--- src/rtl/mem_bus_arbiter.sv ---
// CPU/DMA arbiter for the shared MSP430 memory bus; drives MAB/MDBwrite/MW/BW from registers.
// Define MEM_ARB_WAIT_EN to insert WAIT_STATES extra bus cycles on FRAM accesses.
module mem_bus_arbiter #(
    parameter logic [15:0] FRAM_START    = 16'h4400,
    parameter logic [15:0] FRAM_END      = 16'hFFFF,
    parameter int unsigned WAIT_STATES   = 1,
    parameter int unsigned DMA_MAX_BURST = 4
) (
    input  logic        MCLK,
    input  logic        reset,
    input  logic        cpu_req,
    input  logic [15:0] cpu_mab,
    input  logic [15:0] cpu_mdbw,
    input  logic        cpu_mw,
    input  logic        cpu_bw,
    output logic        cpu_ack,
    output logic [15:0] cpu_mdbr,
    input  logic        dma_req,
    input  logic [15:0] dma_mab,
    input  logic [15:0] dma_mdbw,
    input  logic        dma_mw,
    input  logic        dma_bw,
    output logic        dma_ack,
    output logic [15:0] dma_mdbr,
    output logic [15:0] MAB,
    output logic [15:0] MDBwrite,
    output logic        MW,
    output logic        BW,
    input  logic [15:0] MDBread,
    output logic        busy
);
    // state  | meaning
    // IDLE   | arbitrate each edge; an ack strobe, if any, is high here
    // ACCESS | bus held for the granted master; wait states counted down
    typedef enum logic {IDLE = 1'b0, ACCESS = 1'b1} state_t;

    localparam logic [2:0] WAIT_LOAD = 3'(WAIT_STATES);
    localparam logic [7:0] BURST_MAX = 8'(DMA_MAX_BURST);
`ifdef MEM_ARB_WAIT_EN
    localparam logic [2:0] WAIT_MASK = 3'b111;
`else
    localparam logic [2:0] WAIT_MASK = 3'b000;
`endif

    state_t      state_q;
    logic [2:0]  wait_q;
    logic [7:0]  burst_q;
    logic        own_dma_q;
    logic        wr_q;
    logic [15:0] mab_q;
    logic [15:0] mdbw_q;
    logic        mw_q;
    logic        bw_q;
    logic        cpu_ack_q;
    logic        dma_ack_q;
    logic [15:0] cpu_mdbr_q;
    logic [15:0] dma_mdbr_q;

    logic        grant_dma;
    logic        grant_cpu;
    logic [15:0] sel_mab;
    logic [15:0] sel_mdbw;
    logic        sel_mw;
    logic        sel_bw;
    logic        in_fram;
    logic [2:0]  wait_d;

    always_comb begin
        grant_dma = dma_req && (!cpu_req || (burst_q < BURST_MAX));
        grant_cpu = cpu_req && !grant_dma;
        sel_mab   = grant_dma ? dma_mab  : cpu_mab;
        sel_mdbw  = grant_dma ? dma_mdbw : cpu_mdbw;
        sel_mw    = grant_dma ? dma_mw   : cpu_mw;
        sel_bw    = grant_dma ? dma_bw   : cpu_bw;
        // widened so a window ending at 16'hFFFF is not a constant-true compare
        in_fram   = ({1'b0, sel_mab} >= {1'b0, FRAM_START}) &&
                    ({1'b0, sel_mab} <= {1'b0, FRAM_END});
        wait_d    = in_fram ? (WAIT_LOAD & WAIT_MASK) : 3'd0;
    end

    always_ff @(posedge MCLK) begin
        if (reset) begin
            state_q    <= IDLE;
            wait_q     <= 3'd0;
            burst_q    <= 8'd0;
            own_dma_q  <= 1'b0;
            wr_q       <= 1'b0;
            mab_q      <= 16'd0;
            mdbw_q     <= 16'd0;
            mw_q       <= 1'b0;
            bw_q       <= 1'b0;
            cpu_ack_q  <= 1'b0;
            dma_ack_q  <= 1'b0;
            cpu_mdbr_q <= 16'd0;
            dma_mdbr_q <= 16'd0;
        end else begin
            cpu_ack_q <= 1'b0;
            dma_ack_q <= 1'b0;
            case (state_q)
                IDLE: begin
                    if (grant_dma || grant_cpu) begin
                        mab_q     <= sel_mab;
                        mdbw_q    <= sel_mdbw;
                        bw_q      <= sel_bw;
                        wr_q      <= sel_mw;
                        own_dma_q <= grant_dma;
                        wait_q    <= wait_d;
                        mw_q      <= sel_mw && (wait_d == 3'd0);
                        state_q   <= ACCESS;
                    end
                    if (grant_dma && cpu_req) begin
                        if (burst_q != 8'hFF) begin
                            burst_q <= burst_q + 8'd1;
                        end
                    end else if (grant_cpu || !cpu_req) begin
                        burst_q <= 8'd0;
                    end
                end
                ACCESS: begin
                    if (wait_q != 3'd0) begin
                        wait_q <= wait_q - 3'd1;
                        mw_q   <= wr_q && (wait_q == 3'd1);
                    end else begin
                        if (own_dma_q) begin
                            dma_ack_q <= 1'b1;
                            if (!wr_q) begin
                                dma_mdbr_q <= MDBread;
                            end
                        end else begin
                            cpu_ack_q <= 1'b1;
                            if (!wr_q) begin
                                cpu_mdbr_q <= MDBread;
                            end
                        end
                        mw_q    <= 1'b0;
                        mab_q   <= 16'd0;
                        state_q <= IDLE;
                    end
                end
                default: state_q <= IDLE;
            endcase
        end
    end

    assign cpu_ack  = cpu_ack_q;
    assign cpu_mdbr = cpu_mdbr_q;
    assign dma_ack  = dma_ack_q;
    assign dma_mdbr = dma_mdbr_q;
    assign MAB      = mab_q;
    assign MDBwrite = mdbw_q;
    assign MW       = mw_q;
    assign BW       = bw_q;
    assign busy     = (state_q == ACCESS);

endmodule

--- config.mk ---
export PLATFORM = sky130hd
export DESIGN_NAME = mem_bus_arbiter
export DESIGN_NICKNAME = d
export VERILOG_FILES = /design/src/rtl/mem_bus_arbiter.sv
export SDC_FILE = /design/constraint.sdc
export NUM_CORES = 1
export LEC_CHECK = 0
export CAP_MARGIN = 30
export CORE_MARGIN = 2
export CORE_UTILIZATION = 44
export DETAILED_ROUTE_END_ITERATION = 7
export PLACE_DENSITY = 0.87
export SLEW_MARGIN = 10
export SYNTH_ARGS = -nofsm -noshare
export SYNTH_HDL_FRONTEND = slang
export SYNTH_SLANG_ARGS = --single-unit
--- constraint.sdc ---
create_clock -name MCLK -period 4.1 [get_ports MCLK]
set_clock_uncertainty 0.05 [all_clocks]
set_input_delay 0.82 -clock MCLK [delete_from_list [all_inputs] [get_ports MCLK]]
set_output_delay 0.82 -clock MCLK [all_outputs]
set_load 0.02 [all_outputs]
* Word level (Yosys, flattened, before mapping) *
Cells that the tools add are included.

word-level totals
  bits in registers = 82
  bits of input ports = 88
  output and inout port bits = 69
  word-level logic and storage cells = 65

cells by class
  add/subtract/negate cells = 2
  order comparisons = 1
  equality and inequality tests = 6
  multiplexer cells = 21
  bitwise operators = 4
  reductions and logical operators = 18

operators with widths
  kind                                                         number
  two-way mux 16 bit                                           4
  case mux 16 bit (2 select lines)                             1
  two-way mux 8 bit                                            3
  adder 8 x 1 -> 8 bit (second input constant)                 1
  less-than comparator 8 x 3 -> 1 bit (second input constant)  1
  two-way mux 1 bit                                            8
  != test 8 bit (second input constant)                        1
  AND reduction 4 bit                                          2
  two-way mux 3 bit                                            2
  case mux 3 bit (2 select lines)                              1
  AND reduction 2 bit                                          3
  logical AND 1 bit                                            4
  != test 2 x 1 -> 1 bit (second input constant)               2
  != test 2 bit (second input constant)                        2
  inverter 1 bit                                               4
  case mux 1 bit (2 select lines)                              2
  equality test 3 x 1 -> 1 bit (second input constant)         1
  logical OR 1 bit                                             3
  AND reduction 3 bit                                          1
  nonzero test 3 bit                                           1
  OR reduction 3 bit                                           1
  subtractor 3 x 1 -> 3 bit (second input constant)            1
  logical NOT 1 bit                                            2
  nonzero test 2 bit                                           1

* Depth between registers and ports, before layout *
  depth in word-level cells = 8
  mapped depth = 7

* Worst setup path after synthesis *
OpenSTA, ideal clock, no wires.

  kind = input port to flip-flop
  start = input reset
  end = register mw_q (netlist: MW)
  arrival time = 1.699 ns
  required time = 3.916 ns
  slack = 2.217 ns
  cell stages on the path = 5
  path buffers = 3
  cell sequence = clkbuf_1 > nand2b_1 > clkbuf_1 > buf_2 > o22ai_1

RTL lines
  element               RTL line  RTL
  start, declared       10        input logic reset,
  end signal, assigned  108       mw_q <= sel_mw && (wait_d == 3'd0);
  end signal, assigned  122       mw_q <= wr_q && (wait_q == 3'd1);
  end, declared         52        logic mw_q;

* Worst setup path in the final report *
  start = register state_q (netlist: busy)
  end = output busy

RTL lines
  element                 RTL line  RTL
  start, declared         45        state_t state_q;
  start signal, assigned  83        state_q <= IDLE;
  start signal, assigned  109       state_q <= ACCESS;
  start signal, assigned  137       state_q <= IDLE;
  end, declared           30        output logic busy

No word-level cell between the ends.

==> results.yml <==
power_and_ir_drop:
  pwr-share-comb_pct: 19.8
  pwr-share-clk_pct: 32.1
  switching_share_pct: 27.39
  leakagePower_nw: 1.807
  switching_power_uw: 497.3
  p_seq_share_pct: 48.0
  p_int_mw: 1.318
  powerDensity_nw_per_um2: 357.3
  worst_ir_drop_vdd_mv: 0.2410
critical_path:
  rr_startpoint: "busy"
  crit_cells: 1
  r2r_slack_ns: 2.06
  cp-endpoint: "busy"
  cp-startpoint: "busy"
  ff2ff_path_depth: 4
  cp_slowest_cell: "clkdlybuf4s50_1"
  critPathMaxFanout: 15
  worst-path-buf-inv: 1
  startpoint_type: "flip-flop"
  reg2reg_to: "cpu_mdbr[6]"
  worstPathRequired_ns: 3.23
  crit_path_cell_trace: "clkdlybuf4s50_1"
  arrival_ns: 1.68
  worstSetupPathType: "flip-flop to output pin"
  critPathCaptureType: "output pin"
  cp_top_family: "buffers and inverters"
  crit_path_max_incr_delay_ns: 0.73
timing:
  timing.final.ws_setup_ns: 1.549
  fmax_mhz: 392.0
  drv_slew: 0
  fin_crit_ns: 2.551
  post-route-period-util_pct: 62.22
  hold_viol: 0
  finalSetupViolations: 0
  slew_headroom_pct: 40.00
  fin_setup_tns_ns: 0
  worst_pin_slew_ns: 0.8933
  whs_ns: 0.4078
  rsz0062_at_grt: "false"
cts:
  cts-hold-fix-buffers: 0
  cts_tree: "done"
  htree_levels: 3
  clock_tree.buffer_depth: 2
  cts_buffers: 9
  cts_setup_buffers: 0
  clk_pin_slew_ns: 0.08
  insertion_delay_ns: 0.34
  root_buffer: "clkbuf_8"
  post_cts_resized: 0
  cts.sinks: 82
status:
  status: "complete, no violations"
route:
  dr_total_vias: 3112
  viasPerCell: 5.110
  totalWireLength_mm: 9.121
  detail-route-antenna-nets: 0
  drcViolationCount: 0
  avgRoutedWirePerCell_um: 14.98
  drt-initial-drc-count: 108
  dr.pass1.iters: 4
global_routing:
  grt_antenna_before_repair: 0
  grt_max_degree: 36
  grt_pass1_wl_mm: 14.99
  grt_pass1_vias: 3063
  grt_overflow: 0
  grt.total_usage_pct: 22.52
final_layout:
  antennaDiodeCount: 0
  area_growth_pct: 53.36
  stdcell_count: 609
  final_util_pct: 70.05
  layout_common_cells: "156 x clkdlybuf4s50_1, 87 x nand2_1, 82 x dfxtp_1, 36 x a21oi_1, 34 x mux2i_1"
  drive_gt1_share_pct: 5.294
  fin_nets: 597
  layout_commonest_cell: "clkdlybuf4s50_1"
synth:
  syn_inst: 357
  synth-seq-cells: 82
  yosysSeqAreaShare_pct: 49.55
  synth.distinct_cells: 39
  syn_area_per_cell_um2: 9.281
  synth_nets: 449
  synth_area_um2: 3313
  ys_warn_count: 0
floorplan:
  row_count: 31
  dieHeight_um: 90.78
  fp.dieArea_um2: 8240
  core-area_um2: 7253
  initial_core_util_pct: 45.68
  die_x_um: 90.78
  ioPinCount: 157
placed_design:
  dp_cells: 593
  gp_congestion: 0.8259
  portBuffers: 156
  dp.final_hpwl_mm: 6.717
  place_ws_ns: 1.426
worst_hold_path:
  worstHoldStart: "MDBwrite[12]"
  hold_class: "flip-flop to flip-flop"
flow_run:
  maxCapViolations: 0
-- per-layer routing --
layer / wire [um] / share of wire, % / GRT usage, % / vias up
li1: - / - / - / 1522
met1: 3650 / 40 / 25.82 / 1460
met2: 4708 / 52 / 39.86 / 105
met3: 465 / 5.1 / 4.758 / 25
met4: 296 / 3.2 / 10.61 / 0
met5: 0 / 0 / 0 / -
-- power by group through the flow --
stage               combinational, mW  clock (mW)  sequential [mW]
floorplan                       0.122           0            0.938
global placement                0.354           0            0.888
detailed placement              0.361           0            0.891
CTS                             0.363       0.595            0.872
global route                    0.385       0.630            0.878
finish                          0.360       0.583            0.872
-- flip-flops by register name, indices dropped and copies added, names as in the netlist --
signal     cells
wr_q           1
MDBwrite      16
cpu_mdbr      16
burst_q        8
dma_ack        1
wait_q         3
own_dma_q      1
cpu_ack        1
dma_mdbr      16
MW             1
MAB           16
busy           1
BW             1
-- kinds of logic (layout without fill, tap and decap cells) --
logic type / count (synthesis) / count (layout) / synth area share (%)
buf+inv: 29 / 182 / 5.286
fa+ha+maj: 4 / 4 / 1.511
flops: 82 / 82 / 49.55
simple gates: 124 / 124 / 17.11
compound gates: 81 / 81 / 15.48
mux: 34 / 34 / 10.27
xor+xnor: 3 / 3 / 0.7932
-- synth_stat cells, drive strengths merged --
library cell / instances / area [um2]
a211oi: 1 / 7.510
a21oi: 39 / 214.0
nor3: 5 / 25.02
nand2b: 2 / 12.51
a21o: 1 / 7.510
o31a: 1 / 8.760
nand3: 4 / 20.02
o22ai: 1 / 6.260
nor4b: 1 / 23.77
clkbuf: 6 / 22.52
o21ba: 1 / 10.01
o22a: 1 / 8.760
nand4b: 1 / 8.760
nor2: 13 / 51.30
a31oi: 1 / 6.260
nand4: 3 / 18.77
ha: 4 / 50.05
o21ai: 17 / 85.08
xnor2: 1 / 8.760
nand2: 87 / 326.6
inv: 7 / 26.27
xor2: 2 / 17.52
o32a: 1 / 10.01
mux2i: 34 / 340.3
dfxtp: 82 / 1642
nor2b: 2 / 12.51
buf: 16 / 126.4
o2bb2ai: 17 / 148.9
or3: 2 / 12.51
nor4: 4 / 55.05
-- per-stage QoR --
step | power (mW) | area [um2]
after floorplan | 1.060 | 3313
after global placement | 1.242 | 4880
after detailed placement | 1.252 | 4880
after CTS | 1.830 | 5081
after global routing | 1.893 | 5081
final | 1.816 | 5081
-- worst min-delay path by stage --
stage,endpoint,slack (ns),depth (start not counted)
2_1_floorplan,wait_q[0],0.40,2
3_3_place_gp,MDBwrite[3],0.38,2
3_5_place_dp,MDBwrite[7],0.39,2
4_1_cts,MDBwrite[12],0.41,2
5_1_grt,cpu_mdbr[4],0.43,2
6_report,MDBwrite[12],0.41,2
-- area by class of cell --
cell class	count	area (um2)
clock buffer	9	123.9
clock inverter	7	77.57
fill	573	2172
inverter	7	26.28
multi-input combinational	246	1504
sequential	82	1642
tap	99	123.9
timing repair buffer	159	1584
Note: power is estimated with default switching activity, not from simulation.
==> RTL change 1: new RTL, config.mk and constraints unchanged <==
The option `MEM_ARB_WAIT_EN` is turned on by a define.
--- a/src/rtl/mem_bus_arbiter.sv
+++ b/src/rtl/mem_bus_arbiter.sv
@@ -1,5 +1,7 @@
 // CPU/DMA arbiter for the shared MSP430 memory bus; drives MAB/MDBwrite/MW/BW from registers.
 // Define MEM_ARB_WAIT_EN to insert WAIT_STATES extra bus cycles on FRAM accesses.
+`define MEM_ARB_WAIT_EN
+
 module mem_bus_arbiter #(
     parameter logic [15:0] FRAM_START    = 16'h4400,
     parameter logic [15:0] FRAM_END      = 16'hFFFF,
Behaviour: not the same (Yosys sat finds a counterexample within 4 cycles, from zero or initial values and one cycle with reset high).
==> RTL change 1 against the unedited design <==
- sequential cell count unchanged
- worst setup slack worse by 0.077 ns
- via count about the same
- register-to-register slack worse by 0.16 ns
- area after synthesis up 1.8%
- cell area up 1.7%
- fmax down 2.9%
- power up 8.7%
- routed wire length down 4.2%
- sequential power up 2%
- count of clock-buffer cells in the layout up 2
- critical endpoint is now BW
==> RTL change 1: results (changes against the unedited design) <==
- Leak Pwr: 0.001891 uW (was 0.001807 uW)
- DRT iter0 DRCs: 133 (was 108)
- Grt met2 use: 35.23% (was 39.86%)
- Cts repair resizes: 0 (unchanged)
- GRT Total Usage: 21.13% (was 22.52%)
- Placed insts: 593 (unchanged)
- Footprint of the multi-input gates: 1569 um^2 (was 1504 um^2)
- Yosys cell types: 41 (was 39)
- Worst setup path end: BW (was busy)
- Clock buffer count from CTS: 9 (unchanged)
- Reg-to-Reg Start: busy (unchanged)
- Number of non-clock inverters: 4 (was 7)
- Initial antenna violation count: 0 (unchanged)
- # DRC: 0 (unchanged)
- Multi-In Gates: 248 (was 246)
- FF-to-FF path depth: 4 (unchanged)
- Status: complete, no violations (unchanged)
- Post-synthesis net count: 453 (was 449)
- CP Launch Point: dma_req (was busy)
- Max IR drop VDD: 184.5 uV (was 241.0 uV)
- Longest Clk Path Bufs: 2 (unchanged)
- Seq/Total Area, Yosys: 48.68% (was 49.55%)
- DP Area: 4936 um^2 (was 4880 um^2)
- Largest net degree at the start of global routing: 39 (was 36)
- First-pass GRT wire length: 14350 um (was 14990 um)
- Clk_lat worst skew: 0.33 ns
- Vias: 3111 (was 3112)
- Synth Warn #: 0 (unchanged)
- Worst-path clk slew: 0.08 ns (about the same)
- Pre-CTS setup slack: 1.082 ns (was 1.426 ns)
- Reg-to-Reg End: MW (was cpu_mdbr[6])
- GR Util met1: 26.12% (was 25.82%)
- CLK BUF: 11 (was 9)
- Final non-clock buffer share: 30.84% (was 31.17%)
- Layout cells sized above 1: 5.490% (was 5.294%)
- EDFF count, synth: 0 (unchanged)
- Cell area after layout: 5169 um^2 (was 5081 um^2)
- Fillers: 547 (was 573)
- Min cycle time layout: 2.628 ns (was 2.551 ns)
- Top cells by area, synth: dfxtp_1 49%, mux2i_1 10%, nand2_1 7.2%, a21oi_1 5.8%, o2bb2ai_1 4.4% (was dfxtp_1 50%, mux2i_1 10%, nand2_1 9.9%, a21oi_1 5.4%, o2bb2ai_1 4.5%)
- Post-synth top cells: 82 x dfxtp_1, 65 x nand2_1, 39 x a21oi_1 (was 87 x nand2_1, 82 x dfxtp_1, 36 x a21oi_1)
- DP HPWL: 6498 um (was 6717 um)
- Worst path arrival time: 2.77 ns (was 1.68 ns)
- Syn avg cell area: 9.341 um^2 (was 9.281 um^2)
- Vias in the first global route: 3034 (was 3063)
- FFs w/ async S/R, synth: 0% (unchanged)
- Clock buf/inv share: 4.357% (was 3.965%)
- Core box area: 7331 um^2 (was 7253 um^2)
- R2R Setup Slk: 1.90 ns (was 2.06 ns)
- # diodes: 0 (unchanged)
- Total Wirelength: 8736 um (was 9121 um)
- Slew HR: 42.32% (was 40.00%)
- Final GP Congestion: 0.8111 (was 0.8259)
- Critical path fanouts, max: 17 (was 15)
- Nets: 598 (was 597)
- Grt met3 use: 5.145% (was 4.758%)
- Fraction of area in registers: 31.76% (was 32.31%)
- WL/cell: 14.34 um (was 14.98 um)
- Buffers, non-clock: 161 (was 159)
==> RTL change 1: changes by cell type in the layout (fill, tap and decap cells not counted), moves of 8 or more <==
cell and delta:
a211oi_1 +17, o21ai_1 -8, o21ai_0 -9, nor2_1 +19
nand2_1 -22
==> RTL change 1: how the worst min path moves through the flow <==
stage                   end    startpoint  slack, ns
3_5_place_dp    dma_mdbr[8]   dma_mdbr[8]       0.40
4_1_cts         dma_mdbr[8]   dma_mdbr[8]       0.41
5_1_grt        cpu_mdbr[12]  cpu_mdbr[12]       0.43
6_report        dma_mdbr[8]   dma_mdbr[8]       0.41
3_3_place_gp    dma_mdbr[3]   dma_mdbr[3]       0.39
2_1_floorplan     wait_q[1]     wait_q[1]       0.39
==> RTL change 1: cell families (layout without fill, tap and decap cells) <==
| family | Yosys count | count (layout) | synth area share, % |
|---|---|---|---|
| and+or+nand+nor | 123 | 123 | 17.29 |
| AOI/OAI and AO/OA | 84 | 84 | 16.51 |
| DFF | 82 | 82 | 48.68 |
| muxes | 35 | 35 | 10.39 |
| buffers and inverters | 31 | 180 | 5.120 |
| adders and majority gates | 4 | 4 | 1.484 |
| xor gates and xnor gates | 2 | 2 | 0.5196 |
==> RTL change 1: power breakdown <==
group / internal (uW) / total (uW) / switching (uW) / leakage, uW
sequential: 853 / 892 / 38.6 / 0.000671
combinational: 225 / 438 / 212 / 0.00110
clock: 374 / 644 / 269 / 0.000116
==> RTL change 1: routing by layer <==
metal / wire (um) / vias to the layer above
met5: 0 / -
met4: 64 / 0
met3: 535 / 8
met2: 4361 / 120
met1: 3775 / 1424
li1: - / 1559
==> RTL change 1: worst max-delay path, cell delays in order <==
cell and delay (ns):
clkdlybuf4s50_1 0.45, nor4b_2 0.20, a21oi_4 0.54, buf_4 0.41
mux2i_1 0.23, a211oi_1 0.09
==> RTL change 2: new RTL, config.mk and constraints unchanged <==
Made on the original files. Make the reset (`reset`) asynchronous in one clocked block.
--- a/src/rtl/mem_bus_arbiter.sv
+++ b/src/rtl/mem_bus_arbiter.sv
@@ -78,7 +78,7 @@
         wait_d    = in_fram ? (WAIT_LOAD & WAIT_MASK) : 3'd0;
     end
 
-    always_ff @(posedge MCLK) begin
+    always_ff @(posedge MCLK or posedge reset) begin
         if (reset) begin
             state_q    <= IDLE;
             wait_q     <= 3'd0;
Check against the original RTL: differs if reset is asserted again (counterexample within 4 cycles, from zero or initial values and one cycle with reset high); with reset held inactive, the same outputs for 4 cycles.
==> RTL change 2 against the unedited design <==
- die area is 6.8% higher
- highest routed layer unchanged
- critical endpoint is now MDBwrite[13]
- sequential cell count unchanged
- cell area grew 7.0%
- largest cell class unchanged
- via count decreased by 12%
- area after synthesis rose by 7.1%
- register-to-register slack worse by 0.22 ns
- routed wire length decreased by 7.4%
- cell count decreased by 8.9%
- critical path depth is 5 higher
- worst setup slack worse by 0.24 ns
Power is not compared: it rests on default switching activity, and its combinational part moved more than twofold at a synthesized area within 25%.
==> RTL change 2: results (changes against the unedited design) <==
- Status: complete, no violations (unchanged)
- Syn avg cell area: 12.19 um^2 (was 9.281 um^2)
- Seq/Total Area, Yosys: 57.83% (was 49.55%)
- Pre-CTS setup slack: 0.9383 ns (was 1.426 ns)
- Met2 routed WL: 4350 um (was 4708 um)
- Grt met3 use: 6.742% (was 4.758%)
- FFs w/ async S/R, synth: 100.0% (was 0%)
- Slew HR: 39.49% (was 40.00%)
- Fillers: 580 (was 573)
- Top cells by area, synth: dfrtp_1 58%, mux2i_1 9.6%, mux2_2 7.0%, o21ai_0 5.2%, mux2_4 4.2% (was dfxtp_1 50%, mux2i_1 10%, nand2_1 9.9%, a21oi_1 5.4%, o2bb2ai_1 4.5%)
- Vias in the first global route: 2772 (was 3063)
- Layout cells sized above 1: 12.80% (was 5.294%)
- CP Launch Point: dma_req (was busy)
- Grt met2 use: 34.35% (was 39.86%)
- Largest net degree at the start of global routing: 56 (was 36)
- Nets: 540 (was 597)
- GR Util met1: 23.26% (was 25.82%)
- Yosys cell types: 32 (was 39)
- Slowest stage delay, CP: 0.56 ns (was 0.73 ns)
- Post-synth top cells: 82 x dfrtp_1, 39 x nand2_1, 37 x o21ai_0 (was 87 x nand2_1, 82 x dfxtp_1, 36 x a21oi_1)
- Worst setup path end: MDBwrite[13] (was busy)
- Reg-to-Reg Start: burst_q[4] (was busy)
- Ys flop type: dfrtp_1 (was dfxtp_1)
- Footprint of the multi-input gates: 1388 um^2 (was 1504 um^2)
- Fmax: 358.9 MHz (was 392.0 MHz)
- Post-synthesis net count: 383 (was 449)
- DP Area: 5221 um^2 (was 4880 um^2)
- Worst path arrival time: 2.93 ns (was 1.68 ns)
- DRT iter0 DRCs: 62 (was 108)
- Wire length on met3: 714 um (was 465 um)
- FF-to-FF path depth: 5 (was 4)
- WL/cell: 15.22 um (was 14.98 um)
- Via/cell ratio: 4.942 (was 5.110)
- Hold WS: 0.4298 ns (was 0.4078 ns)
- First-pass GRT wire length: 13450 um (was 14990 um)
- Routed metal-1 wire length: 3279 um (was 3650 um)
## RTL change 2: worst min-delay path: cells and delay by family, from the launching register on
family	cells	cell delay [ns]
compound gates	1	0.06
flops	1	0.35
simple gates	1	0.04
## RTL change 2: cells by family (layout without fill, tap and decap cells)
logic type	after synthesis	in the layout	share of synthesized area (%)
DFF	82	82	57.83
muxes	66	66	20.80
and+or+nand+nor	62	62	8.039
AOI/OAI and AO/OA	52	52	8.110
buffers and inverters	25	187	3.808
adders and majority gates	4	4	1.410
## RTL change 2: area by class of cell
| type | count | area share (%) |
|---|---|---|
| Clock buffer | 10 | 2.346 |
| Clock inverter | 6 | 1.656 |
| Inverter | 9 | 0.6441 |
| Multi-Input combinational cell | 184 | 25.51 |
| Sequential cell | 82 | 37.73 |
| Tap cell | 102 | 2.346 |
| Timing Repair Buffer | 162 | 29.77 |
## RTL change 2: where the power goes
part,leakage (uW),switching (uW),internal (uW)
registers,0.00101,132,1030
logic,0.00125,543,647
clock network,0.000107,287,346
